File: config.mk
export PLATFORM = sky130hd
export DESIGN_NAME = multiport_register_file
export DESIGN_NICKNAME = d
export VERILOG_FILES = /design/src/rtl/multiport_register_file.sv
export SDC_FILE = /design/constraint.sdc
export NUM_CORES = 2
export LEC_CHECK = 0
export CAP_MARGIN = 40
export CORE_ASPECT_RATIO = 1.4
export CORE_UTILIZATION = 30
export CTS_CLUSTER_DIAMETER = 50
export DETAILED_ROUTE_END_ITERATION = 8
export MAX_ROUTING_LAYER = met4
export PLACE_DENSITY = 0.46
export SLEW_MARGIN = 20
export SYNTH_ARGS = -nofsm -noshare
export SYNTH_HDL_FRONTEND = slang
export SYNTH_SLANG_ARGS = --single-unit
File: constraint.sdc
create_clock -name clk -period 133.1 [get_ports clk]
set_input_delay 39.93 -clock clk [delete_from_list [all_inputs] [get_ports clk]]
set_output_delay 39.93 -clock clk [all_outputs]
set_load 0.02 [all_outputs]
File: src/rtl/multiport_register_file.sv
// Parametrised register file: NUM_WR write lanes, NUM_RD combinational read ports,
// optional write-to-read bypass and a per-register pending (scoreboard) bit.
module multiport_register_file #(
  parameter int DATA_W = 32,
  parameter int DEPTH  = 32,
  parameter int NUM_RD = 2,
  parameter int NUM_WR = 2,
  parameter int BYPASS = 1,
  localparam int AW    = $clog2(DEPTH)
) (
  input  logic              clk,
  input  logic              rst,
  input  logic [31:0]       pc,
  input  logic [AW-1:0]     rd_addr [NUM_RD],
  output logic [DATA_W-1:0] rd_data [NUM_RD],
  output logic              rd_busy [NUM_RD],
  input  logic              wr_en   [NUM_WR],
  input  logic [AW-1:0]     wr_addr [NUM_WR],
  input  logic [DATA_W-1:0] wr_data [NUM_WR],
  input  logic              rsv_en,
  input  logic [AW-1:0]     rsv_addr,
  output logic [DEPTH-1:0]  pending
);

  logic [DATA_W-1:0] regs [DEPTH];

  // NOTE: the whole array is reset because reset must clear architectural state
  // without a clock; this prevents mapping onto RAM macros, which is accepted here.
  always_ff @(posedge clk or posedge rst) begin
    if (rst) begin
      for (int i = 0; i < DEPTH; i++) regs[i] <= '0;
      pending <= '0;
    end else begin
      // NOTE: non-blocking updates in lane order, so the last (highest) lane to
      // target an address is the one that lands; the reserve follows and wins.
      for (int w = 0; w < NUM_WR; w++) begin
        if (wr_en[w] && wr_addr[w] != '0) begin
          regs[wr_addr[w]]    <= wr_data[w];
          pending[wr_addr[w]] <= 1'b0;
        end
      end
      if (rsv_en && rsv_addr != '0) pending[rsv_addr] <= 1'b1;
    end
  end

  for (genvar r = 0; r < NUM_RD; r++) begin : g_rd
    logic              hit;
    logic [DATA_W-1:0] fwd;

    // NOTE: blocking assignments with defaults first keep this purely combinational.
    always_comb begin
      hit = 1'b0;
      fwd = regs[rd_addr[r]];
      if (BYPASS != 0) begin
        for (int w = 0; w < NUM_WR; w++) begin
          if (wr_en[w] && wr_addr[w] == rd_addr[r]) begin
            hit = 1'b1;
            fwd = wr_data[w];
          end
        end
      end
    end

    // Register 0 and the reset window both force a clean zero, bypass included.
    assign rd_data[r] = (!rst && rd_addr[r] != '0) ? fwd : '0;
    assign rd_busy[r] = !rst && rd_addr[r] != '0 && pending[rd_addr[r]] && !hit;
  end

`ifndef SYNTHESIS
  always @(negedge clk) begin
    for (int w = 0; w < NUM_WR; w++) begin
      if (wr_en[w] && !rst) $display("@%h: $%0d <= %h", pc, wr_addr[w], wr_data[w]);
    end
  end
`endif

endmodule

==> results.cfg <==
[status]
status = finished clean

[floorplan]
start_util_pct = 30.3
die_area_um2 = 225000
ioPinCount = 224
fp-row-count = 204
die_x_um = 401
core_um2 = 221000
die_height_um = 561

[worst_setup_path]
cp.required_ns = 93.17
r2r-start = pending[15]$_DFF_PP0_
ff2ff_path_depth = 1
cpMaxStageDelayCell = buf_4
r2r_slack_ns = 132.22
startpoint_type = input port
slowest_delay_ns = 0.76
crit_start = rd_addr[0]
crit_arrival_ns = 45.07
end_kind = output pin
worst-setup-path-type = in2out
endpoint = rd_data[10]
path_cells = buf_8 > buf_4 > buf_4 > buf_4 > buf_4 > mux4_2 > a221o_1 > a22oi_1 > o211ai_1 > clkdlybuf4s50_1
worstPathMaxFanout = 48
critPathMostFrequentCell = buf_4
reg2reg_to = pending[15]$_DFF_PP0_

[logic_synthesis]
synth.avg_cell_area_um2 = 9.97
syn_inst = 6711
yosysWarnings = 0
yosysTopAreaCell = dfrtp_1
ys_seq_area_share_pct = 39.5
synth_cell_types = 61
netlist.area_leader.share_pct = 39.5
synth_area_leaders = dfrtp_1 (40%), mux2i_1 (21%), mux4_2 (9.4%)
ys.flop_type = dfrtp_1
synth-seq-cells = 1056
synth_area_um2 = 66900
syn_nets = 6837
synthArstFlopShare_pct = 100
synth_edf_count = 0

[global_routing]
antenna_found_initial = 14
grt_first_pass_wirelength_um = 417000
grt_max_degree = 159
grt_use_total_pct = 26.3
overflow = 0
grt_pass1_vias = 53400

[timing]
skew_ns = 0
slew_headroom_pct = 25.4
setup_ws_ns = 48.10
setup_tns_ns = 0
max_freq_ghz = 0.0118
finalSetupViolations = 0
slew_violations = 0
rsz0062_at_grt = false
post-route-period-util_pct = 63.9
hold_viol = 0
worst_pin_slew_ns = 1.12
fin_crit_ns = 85.00

[power]
power_leakage_nw = 33.7
max-vdd-ir-drop_mv = 0.00933
pwr_density_cell_nw_per_um2 = 14.9

[detailed_routing]
wl_um = 294000
vias = 55400
drc = 0
ant_nets = 0
drt_iter0_markers = 6265
firstDrtPassIters = 6
routedWlPerCell_um = 31.3
vias_per_cell = 5.89

[placed_design]
place.gp.congestion = 0.846
numPortBuffers = 191
dp_worst_setup_slack_ns = 48.03
hpwl_um = 179000

[clock_tree]
cts_resized = 0
clk_path_buf_depth = 4
root_buffer = clkbuf_16
clk_latency_ns = 0.77
cts_max_level = 4
cts_tree = done
cts-hold-fix-buffers = 0
clk_pin_slew_worst_paths_ns = 0.06
cts_buffers = 140
cts_sinks = 1056
post_cts_buffers = 0

[run]
drv_cap = 0

[layout]
final_common_cell = mux2i_1
area_growth_pct = 15.1
num-nets-final = 6550
final_cell_mix = mux2i_1 (1392), dfrtp_1 (1056), nand2_1 (799)
drive_above_1_share_pct = 13.3
fillCellCount = 22000

[min_path]
hold_path.class = reg2reg
## cell type report
| cell class | count | area [µm²] | share of cell area [%] |
|---|---|---|---|
| timing repair buffer | 453 | 4960 | 6.44 |
| sequential | 1056 | 26400 | 34.3 |
| multi-input combinational | 4761 | 37200 | 48.3 |
| tap | 2884 | 3610 | 4.69 |
| clock buffer | 182 | 3910 | 5.08 |
| clock inverter | 54 | 792 | 1.03 |
| inverter | 12 | 52.6 | 0.0683 |
| antenna | 13 | 32.5 | 0.0423 |
## where the power goes
group          total, W  internal [W]  switching, W
sequential     0.000469      0.000402     0.0000664
combinational  0.000278      0.000136      0.000142
clock          0.000400      0.000242      0.000157
total           0.00115      0.000780      0.000366
## cells in the mapped netlist, types with 8 or more instances
library cell     n
a211o_1         62
a211oi_1        62
a21oi_1        359
a221o_1         19
a221oi_1        44
a22o_1          67
a22oi_1         18
a32o_1          18
a32oi_1        117
and2_1          10
and3_1           9
buf_1           67
buf_2          162
buf_4           35
buf_6           15
clkbuf_1       594
clkbuf_2         9
dfrtp_1       1056
inv_1           11
mux2i_1       1392
mux4_2         280
nand2_1        832
nor2_1         375
nor2b_1         12
nor3_1           8
o211ai_1        31
o21ai_0        632
o21ai_1         84
o221ai_1       124
o22ai_1        124
xnor2_1          9
xor2_1          11
## worst min path at each step
| stage | start | endpoint | depth (start not counted) | slack (ns) |
|---|---|---|---|---|
| floorplan | regs[1000]$_DFF_PP0_ | regs[1000]$_DFF_PP0_ | 1 | 0.45 |
| global placement | regs[1004]$_DFF_PP0_ | regs[1004]$_DFF_PP0_ | 0 | 0.38 |
| detailed placement | regs[1001]$_DFF_PP0_ | regs[1001]$_DFF_PP0_ | 0 | 0.38 |
| CTS | regs[1011]$_DFF_PP0_ | regs[1011]$_DFF_PP0_ | 0 | 0.40 |
| global route | regs[1001]$_DFF_PP0_ | regs[1001]$_DFF_PP0_ | 0 | 0.41 |
| finish | regs[1017]$_DFF_PP0_ | regs[1017]$_DFF_PP0_ | 0 | 0.40 |
## flip-flops by register name, summed over array words and instances (netlist names)
signal,flops
regs,1024
pending,32
## cell families (layout without fill, tap and decap cells)
logic type      Yosys count  count (layout)  synth area share [%]
compound gates         1771            1771                  16.5
xor+xnor                 20              20                 0.262
buf+inv                 894             701                  5.70
flops                  1056            1056                  39.5
mux                    1675            1675                  30.3
other cells               0              13                     0
simple gates           1295            1295                  7.68
## metrics by stage
stage                     cells  area (µm²)  hold slack (ns)  power [W]  utilization (%)
after CTS                  9390       76700            0.400    0.00115             34.7
after detailed placement   9154       72000            0.384   0.000748             32.6
after global routing       9412       77000            0.411    0.00120             34.8
after floorplan            6711       66900            0.445   0.000653                -
after global placement     9099       70700            0.380   0.000736             32.0
final                      9415       77000            0.399    0.00115             34.8
## metal layers
| metal | wire length (µm) | part of all wire, % | track usage (%) | up-vias |
|---|---|---|---|---|
| li1 | - | - | - | 24200 |
| met2 | 134000 | 46 | 40.0 | 2753 |
| met5 | 0 | 0 | - | - |
| met1 | 122000 | 42 | 33.9 | 27800 |
| met3 | 24600 | 8.3 | 5.23 | 659 |
| met4 | 13600 | 4.6 | 11.1 | 0 |
## critical path, delay by kind of cell
kind	cells	cell delay, ns
AO/OA/AOI/OAI	3	1.05
buffers and inverters	6	3.37
multiplexers	1	0.60
Power figures use the tool's default switching activity.
